### src/rtl/core_sequencer.sv
// Multi-cycle FETCH/DECODE/EXECUTE/WRITEBACK sequencer for the RV32 core, with imem timeout and illegal-opcode trap.
// Optional retired-instruction counter enabled by defining SEQ_INSTRET_EN; otherwise instret reads 0.
module core_sequencer #(
  parameter int unsigned IMEM_TIMEOUT = 16,
  parameter int unsigned CNT_W        = 32
) (
  input  logic             clk,
  input  logic             reset,
  input  logic             start,
  input  logic             halt_req,
  input  logic [6:0]       opcode,
  input  logic             imem_ack,
  output logic             imem_req,
  output logic             ir_load,
  output logic             alu_en,
  output logic             rf_we,
  output logic             pc_en,
  output logic             busy,
  output logic             fault,
  output logic [2:0]       state,
  output logic [CNT_W-1:0] instret
);

  typedef enum logic [2:0] {
    S_IDLE      = 3'd0,
    S_FETCH     = 3'd1,
    S_DECODE    = 3'd2,
    S_EXECUTE   = 3'd3,
    S_WRITEBACK = 3'd4,
    S_HALTED    = 3'd5,
    S_FAULT     = 3'd6
  } state_e;

  localparam logic [6:0] OPC_OP     = 7'b0110011;
  localparam logic [6:0] OPC_OP_IMM = 7'b0010011;
  localparam logic [7:0] WAIT_LAST  = 8'(IMEM_TIMEOUT - 1);

  state_e     state_q, state_d;
  logic [7:0] wait_q, wait_d;

  always_ff @(posedge clk or negedge reset) begin
    if (!reset) begin
      state_q <= S_IDLE;
      wait_q  <= 8'd0;
    end else begin
      state_q <= state_d;
      wait_q  <= wait_d;
    end
  end

  // Wait counter only counts inside FETCH; any exit from FETCH leaves it at 0.
  always_comb begin
    state_d = state_q;
    wait_d  = 8'd0;
    case (state_q)
      S_IDLE:      if (start) state_d = S_FETCH;
      S_FETCH: begin
        if (imem_ack)                state_d = S_DECODE;
        else if (wait_q == WAIT_LAST) state_d = S_FAULT;
        else                          wait_d  = wait_q + 8'd1;
      end
      S_DECODE:    state_d = (opcode == OPC_OP || opcode == OPC_OP_IMM) ? S_EXECUTE : S_FAULT;
      S_EXECUTE:   state_d = S_WRITEBACK;
      S_WRITEBACK: state_d = halt_req ? S_HALTED : S_FETCH;
      S_HALTED:    if (start) state_d = S_FETCH;
      S_FAULT:     state_d = S_FAULT;
      default:     state_d = S_FAULT;
    endcase
  end

  assign imem_req = (state_q == S_FETCH);
  assign ir_load  = (state_q == S_FETCH) && imem_ack;
  assign alu_en   = (state_q == S_EXECUTE);
  assign rf_we    = (state_q == S_WRITEBACK);
  assign pc_en    = (state_q == S_WRITEBACK);
  assign busy     = (state_q == S_FETCH) || (state_q == S_DECODE) ||
                    (state_q == S_EXECUTE) || (state_q == S_WRITEBACK);
  assign fault    = (state_q == S_FAULT);
  assign state    = state_q;

`ifdef SEQ_INSTRET_EN
  logic [CNT_W-1:0] instret_q, instret_d;

  always_comb begin
    instret_d = instret_q;
    if (state_q == S_WRITEBACK) instret_d = instret_q + CNT_W'(1);
  end

  always_ff @(posedge clk or negedge reset) begin
    if (!reset) instret_q <= '0;
    else        instret_q <= instret_d;
  end

  assign instret = instret_q;
`else
  assign instret = '0;
`endif

endmodule
### config.mk
export PLATFORM = sky130hd
export DESIGN_NAME = core_sequencer
export DESIGN_NICKNAME = d
export VERILOG_FILES = /design/src/rtl/core_sequencer.sv
export SDC_FILE = /design/constraint.sdc
export NUM_CORES = 1
export LEC_CHECK = 0
export ABC_AREA = 0
export ABC_CLOCK_PERIOD_IN_PS = 1600
export CORE_MARGIN = 2
export CORE_UTILIZATION = 54
export CTS_CLUSTER_SIZE = 14
export DETAILED_ROUTE_END_ITERATION = 10
export DONT_BUFFER_PORTS = 1
export PLACE_DENSITY = 0.79
export SLEW_MARGIN = 20
export SYNTH_ARGS = -nofsm -noshare
export SYNTH_HDL_FRONTEND = slang
export SYNTH_SLANG_ARGS = --single-unit
### constraint.sdc
create_clock -name clk -period 1.6 [get_ports clk]
set_input_delay 0.4 -clock clk [delete_from_list [all_inputs] [get_ports clk]]
set_output_delay 0.4 -clock clk [all_outputs]
set_load 0.02 [all_outputs]
Word-level counts from Yosys, hierarchy flattened
Index checks and enable logic that the tools add are counted.
- equal/unequal tests: 11
- add/sub/neg operators: 1
- reduce and logical (&&, ||, !) cells: 8
- muxes and demuxes: 9
- operator list (operator ; number):
    8-bit two-way mux ; 3
    3-bit two-way mux ; 5
    3-bit case mux with 5 select lines ; 1
    3-bit == test (second input constant) ; 3
    8-bit by 1-bit adder with 8-bit output (second input constant) ; 1
    8-bit by 4-bit == test with 1-bit output (second input constant) ; 1
    7-bit by 5-bit == test with 1-bit output (second input constant) ; 1
    7-bit by 6-bit == test with 1-bit output (second input constant) ; 1
    3-bit by 2-bit == test with 1-bit output (second input constant) ; 2
    1-bit logical OR ; 4
    3-bit by 1-bit == test with 1-bit output (second input constant) ; 1
    3-bit zero test ; 1
    3-bit by 2-bit inequality test with 1-bit output (second input constant) ; 1
    2-bit by 1-bit inequality test with 1-bit output (second input constant) ; 1
    2-bit AND reduction ; 1
    2-bit OR reduction ; 1
    1-bit logical AND ; 1
- input bits: 12
- flip-flop bits (word level): 11
- logic and storage cells: 31

Longest topological paths before layout
Gate-level depths: netlist (run 1).
- depth after elaboration: 4
- mapped depth: 5
- depth with buffers taken out: 4

Worst setup path after synthesis (run 1)
No wires, ideal clock.
- path type: reg2out
- from: register state_q[0] (netlist: state[0])
- to: output rf_we
- arrival: 1.480 ns
- stages on the path, launching flop included: 4
- path slack: -0.280 ns
- cell sequence: dfrtp_1 > clkbuf_2 > nor3b_1 > buf_4
- cells in the longest elaborated chain, start to end: 1
- RTL lines (element ; RTL line ; text):
    from (decl) ; 38 ; state_e state_q, state_d;
    from (signal assigned) ; 46 ; state_q <= state_d;
    3-bit == test ; n/a ;
    to (decl) ; 16 ; output logic rf_we,
Every way passes these cells.

Worst setup path after layout (run 1)
Ends and elaborated chain as after synthesis.

==> key figures, run 1 <==
Place
  • Dpl ws: -0.0162 ns
  • Dpl cells: 118
  • Final RePlAce weighted congestion: 0.726
  • Dpl cell area: 815 um^2
  • PortBufs: 0
  • DP Wirelength: 1.08 mm

Timing
  • Min cycle time layout: 1.67 ns
  • Max Slew Vio Count: 0
  • Final Skew: 0.00289 ns
  • Least-Margin Pin Slew: 0.511 ns
  • Setup WS post-layout: -0.0729 ns
  • RSZ-0062 raised after global routing: yes
  • Final period util: 105%
  • Final setup TNS: -0.171 ns
  • Fmax: 598 MHz
  • # setup viols final: 5
  • Slew HR: 65.8%
  • Endpoints failing hold: 0

Setup path
  • Crit end category: output pin
  • Crit-path max FO: 4
  • Crit path DAT: 1.27 ns
  • Setup Crit Path Kind: reg2out
  • Startpoint types: register
  • Worst Path Required: 1.20 ns

Yosys
  • Post-Syn Area per Cell: 8.76 um^2
  • Top_reg_cell synth: dfrtp_1
  • Most frequent cell after synthesis: buf_4
  • Register bit count reported by yosys: 11
  • Synth warn: 0
  • Yosys top cell by area: dfrtp_1
  • Mapped Area: 858 um^2
  • Ranking of synthesized cells by area: dfrtp_1 (32%), buf_4 (29%), nor2_1 (3.5%)
  • Cells after Synth: 98
  • Synth async-reset ratio: 100%
  • Yosys cell types: 32
  • Synth cell count leaders: buf_4 (33), dfrtp_1 (11), nor2_1 (8)
  • Post-synth EDFFs: 0
  • Synth top area share: 32.1%
  • Seq/Total Area, Yosys: 32.1%

Run status
  • Outcome: complete, but fails checks
  • Violated checks: negative setup slack

Worst hold path
  • Type of the tightest min-delay check: in2reg

Clock network
  • H-tree depth: 1
  • Num CTS Buffers: 3
  • Root Driver: clkbuf_4
  • Longest Clk Path Bufs: 2
  • Clock edge transition at the registers on the reported setup and hold paths: 0.07 ns
  • # clock sinks: 11
  • CTS tree: built
  • Clock Latency Late Sink: 0.27 ns

Die
  • Die Wd: 43.9 um
  • Boundary Pins: 54
  • Core Area: 0.00151 mm^2
  • Starting Density: 57.0%
  • Die footprint: 0.00192 mm^2
  • Die H: 43.9 um
  • Num rows: 14

Power and ir drop
  • Pwr Density: 1610 mW/mm^2
  • Sw Share: 44.7%
  • Sequential Power Share: 25.9%
  • Static Leak: 0.426 nW
  • Int Pwr: 0.000829 W
  • Psw: 0.000669 W
  • Clock power frac: 12.7%
  • Combinational Power Share: 61.4%
  • Peak supply drop: 1.04 mV

Routing
  • 1st-pass router iterations: 4
  • DR DRC count: 0
  • Vias: 599
  • DR WL/cell: 12.5 um
  • Via density per instance: 4.83
  • Routed Antenna Nets: 0
  • Routed WL: 1.55 mm
  • Starting DRT DRC Count: 7

Layout
  • P&R area growth vs syn: 8.02%
  • Diode count: 0
  • Layout Nets: 122
  • Final Cell Area: 927 um^2
  • FILL cells: 131
  • Proportion of layout cells with a drive suffix above 1: 26.9%
  • Final std cells w/o fill: 124

Global routing
  • GRT Util Overall: 17.2%
  • First-pass GRT wire length: 2.36 mm
  • Pin count of the biggest net entering global routing: 12
  • Initial antenna violation count: 0
  • Grt ovf: 0
  • Number of global-route vias before repair: 544

Run
  • Max_cap viols: 0
[power by group through the flow]
stage	clock network (W)	logic [W]	registers (W)
floorplan	0	0.000554	0.000424
global route	0.000215	0.000975	0.000393
global placement	0	0.000678	0.000375
finish	0.000190	0.000919	0.000388
detailed placement	0	0.000689	0.000375
CTS	0.000199	0.000822	0.000373
[kinds of logic after synthesis]
group	after synthesis	synth area share, %
xor+xnor	4	4.08
other cells	1	0.437
fa+ha+maj	1	1.46
simple gates	30	19.8
buf+inv	39	32.7
flops	11	32.1
compound gates	12	9.48
[sequential cells by signal, indices dropped and copies added (netlist names)]
register,cells
state,3
wait_q,8
[critical path, cell delays in order, from the launching register on]
cell and delay, ns:
dfrtp_2 0.46, buf_6 0.16, nor3b_4 0.20, buf_6 0.17
[final timing paths]
path                                       from              endpoint  slack (ns)  depth (start not counted)
min                                       start  state[0]$_DFFE_PN0P_        0.31                          2
min reg2reg                 wait_q[0]$_DFF_PN0_   wait_q[0]$_DFF_PN0_        0.48                          1
max in group asynchronous                 reset  state[2]$_DFFE_PN0P_        0.70                          1
max reg2reg                state[0]$_DFFE_PN0P_  state[1]$_DFFE_PN0P_        0.06                          4
min in group asynchronous                 reset   wait_q[4]$_DFF_PN0_        0.53                          1
max                        state[0]$_DFFE_PN0P_                 rf_we       -0.07                          3
[metal layers]
layer	routed length [um]	up-vias	track usage [%]
li1	-	285	-
met2	831	26	27.4
met1	588	284	20.6
met4	19	0	7.27
met5	0	-	0
met3	109	4	6.67
[placed cells by master (no fill, tap or decap), drive strengths merged, types with 2 or more instances in the layout]
master	instances
a21oi	3
and2	2
buf	10
clkbuf	4
conb	32
dfrtp	11
inv	3
nand2	3
nand2b	2
nand3	3
nor2	8
nor3b	2
nor4b	2
o21ai	3
or3	3
xnor2	3
[timing repair]
item / 4_1_cts / 5_1_grt
resized for setup: 6 / 8
setup buffers: 1 / 0
hold buffers: 1 / 0
hold endpoints to repair: 11 / 0
setup endpoints to repair: 4 / 6
pin swaps: 1 / 1
[stage by stage]
step	power, W	util [%]	hold slack [ns]
floorplan	0.000978	-	0.104
global placement	0.00105	54.1	0.105
detailed placement	0.00106	54.1	0.105
CTS	0.00139	59.6	0.294
global route	0.00158	61.5	0.305
finish	0.00150	61.5	0.313
[cell type report]
type,instances,area [um^2],area share [%]
Clock buffer,4,26.3,2.83
Inverter,3,11.3,1.21
Tap cell,16,20.0,2.16
Timing Repair Buffer,11,113,12.1
Sequential cell,11,278,30.0
Multi-Input combinational cell,79,479,51.7
Note: power is estimated with default switching activity, not from simulation.
==> run 2, diff against run 1 <==
--- a/config.mk
+++ b/config.mk
@@ -13,6 +13,7 @@
 export DETAILED_ROUTE_END_ITERATION = 10
 export DONT_BUFFER_PORTS = 1
 export PLACE_DENSITY = 0.79
+export SKIP_LAST_GASP = 1
 export SLEW_MARGIN = 20
 export SYNTH_ARGS = -nofsm -noshare
 export SYNTH_HDL_FRONTEND = slang
==> key figures, run 2 (synthesized netlist as in run 1, its figures left out) <==
Run status
  • Outcome: complete, but fails checks
  • Violated checks: negative setup slack

Layout
  • Layout Nets: 122
  • Most frequent cells in the layout: conb_1 (32), dfrtp_1 (9), nor2_1 (5), buf_4 (5), buf_6 (4)
  • Multi-input logic area: 475 um^2
  • Diode count: 0
  • Max reg flops: 8
  • FILL cells: 132
  • Final std cells w/o fill: 124
  • Most flops, register: wait_q
  • P&R area growth vs syn: 7.58%
  • Commonest non-fill, non-tap cell in the layout: conb_1
  • Reg area: 278 um^2
  • Final Cell Area: 923 um^2
  • Proportion of layout cells with a drive suffix above 1: 25.9%

Clock network
  • CTS tree: built
  • Clock edge transition at the registers on the reported setup and hold paths: 0.07 ns
  • Root Driver: clkbuf_4
  • # clock sinks: 11
  • Num CTS Buffers: 3
  • H-tree depth: 1
  • Longest Clk Path Bufs: 2
  • Clock Latency Late Sink: 0.27 ns

Setup path
  • Slowest CP cell: dfrtp_2
  • CP bufs+invs: 2
  • Crit path DAT: 1.27 ns
  • Crit-path max FO: 4
  • Worst Path Required: 1.20 ns
  • Crit-path leading delay family: flip-flops
  • Startpoint types: register
  • CP max stage delay: 0.46 ns
  • Setup Crit Path Kind: reg2out
  • Crit end category: output pin
  • Crit-path cells: buf_6, nor3b_4, buf_6
  • Most frequent CP cell: buf_6

Timing
  • RSZ-0062 raised after global routing: yes
  • Fmax: 597 MHz
  • Setup WS post-layout: -0.0737 ns
  • Final period util: 105%
  • Least-Margin Pin Slew: 0.509 ns
  • Slew HR: 66.0%
  • Endpoints failing hold: 0
  • Final Skew: 0.00288 ns
  • Max Slew Vio Count: 0
  • Min cycle time layout: 1.67 ns
  • # setup viols final: 5

Routing
  • Starting DRT DRC Count: 11
  • Routed Antenna Nets: 0
  • DR WL/cell: 12.4 um
  • Routed WL: 1.54 mm
  • Vias: 594
  • DR DRC count: 0
  • 1st-pass router iterations: 2
  • Via density per instance: 4.79

Place
  • PortBufs: 0
  • DP Wirelength: 1.08 mm
  • Final RePlAce weighted congestion: 0.726
  • Dpl cell area: 815 um^2
  • Dpl cells: 118

Die
  • Die Wd: 43.9 um
  • Core Area: 0.00151 mm^2
  • Die H: 43.9 um
  • Starting Density: 57.0%
  • Die footprint: 0.00192 mm^2
  • Boundary Pins: 54
  • Num rows: 14

Power and ir drop
  • Clock power frac: 12.8%
  • Sw Share: 44.8%
  • Combinational Power Share: 61.3%
  • Pwr Density: 1610 mW/mm^2
  • Peak supply drop: 1.04 mV
  • Psw: 0.000667 W
  • Sequential Power Share: 25.9%
  • Static Leak: 0.424 nW
  • Int Pwr: 0.000823 W

Run
  • Max_cap viols: 0

Global routing
  • Grt ovf: 0
  • Number of global-route vias before repair: 544
  • Initial antenna violation count: 0
  • Pin count of the biggest net entering global routing: 12
  • GRT Util Overall: 17.2%
  • First-pass GRT wire length: 2.36 mm

Worst hold path
  • Type of the tightest min-delay check: in2reg
==> run 2: cell counts in the layout (fill, tap and decap cells not counted) <==
Identical to the previous run, type by type.
==> run 2: path summary, 6_finish.rpt <==
check	start	to	slack [ns]	cells after the start
max	state[0]$_DFFE_PN0P_	rf_we	-0.07	3
min	start	state[0]$_DFFE_PN0P_	0.31	2
max reg2reg	state[0]$_DFFE_PN0P_	state[1]$_DFFE_PN0P_	0.03	4
min reg2reg	wait_q[0]$_DFF_PN0_	wait_q[0]$_DFF_PN0_	0.48	1
max in group asynchronous	reset	state[2]$_DFFE_PN0P_	0.70	1
min in group asynchronous	reset	wait_q[4]$_DFF_PN0_	0.53	1
==> run 2: per-stage QoR <==
step	worst slack (ns)	utilization [%]	power, W	hold slack (ns)	setup TNS (ns)
global route	-0.121	61.3	0.00158	0.305	-0.496
detailed placement	-0.0162	54.1	0.00106	0.105	-0.0162
floorplan	-0.0584	-	0.000978	0.104	-0.155
CTS	-0.0130	59.6	0.00139	0.294	-0.0437
finish	-0.0737	61.3	0.00149	0.313	-0.173
global placement	0.0450	54.1	0.00105	0.105	0
==> run 2: layout make-up <==
| cell class | count | area share [%] |
|---|---|---|
| sequential | 11 | 30.1 |
| inverter | 3 | 1.22 |
| timing repair buffer | 11 | 12.2 |
| clock buffer | 4 | 2.85 |
| tap | 16 | 2.17 |
| multi-input combinational | 79 | 51.5 |
==> run 2: routing by layer <==
metal / vias up / part of all wire [%] / track usage [%]
li1: 285 / - / -
met1: 279 / 38 / 20.6
met2: 26 / 54 / 27.4
met3: 4 / 7.1 / 6.67
met4: 0 / 1.2 / 7.27
met5: - / 0 / 0
==> run 2: power by group through the flow <==
stage | Combinational [W] | Sequential (W) | Clock [W]
after detailed placement | 0.000689 | 0.000375 | 0
after CTS | 0.000822 | 0.000373 | 0.000199
after global routing | 0.000970 | 0.000391 | 0.000215
after floorplan | 0.000554 | 0.000424 | 0
final | 0.000913 | 0.000387 | 0.000191
after global placement | 0.000678 | 0.000375 | 0
==> run 2: repair_timing <==
item / 4_1_cts / 5_1_grt
hold endpoints to repair: 11 / 0
hold buffers: 1 / 0
endpoints found under the setup margin: 4 / 6
pin swaps: 1 / 1
gates resized for setup: 6 / 7
buffers inserted: 1 / 0
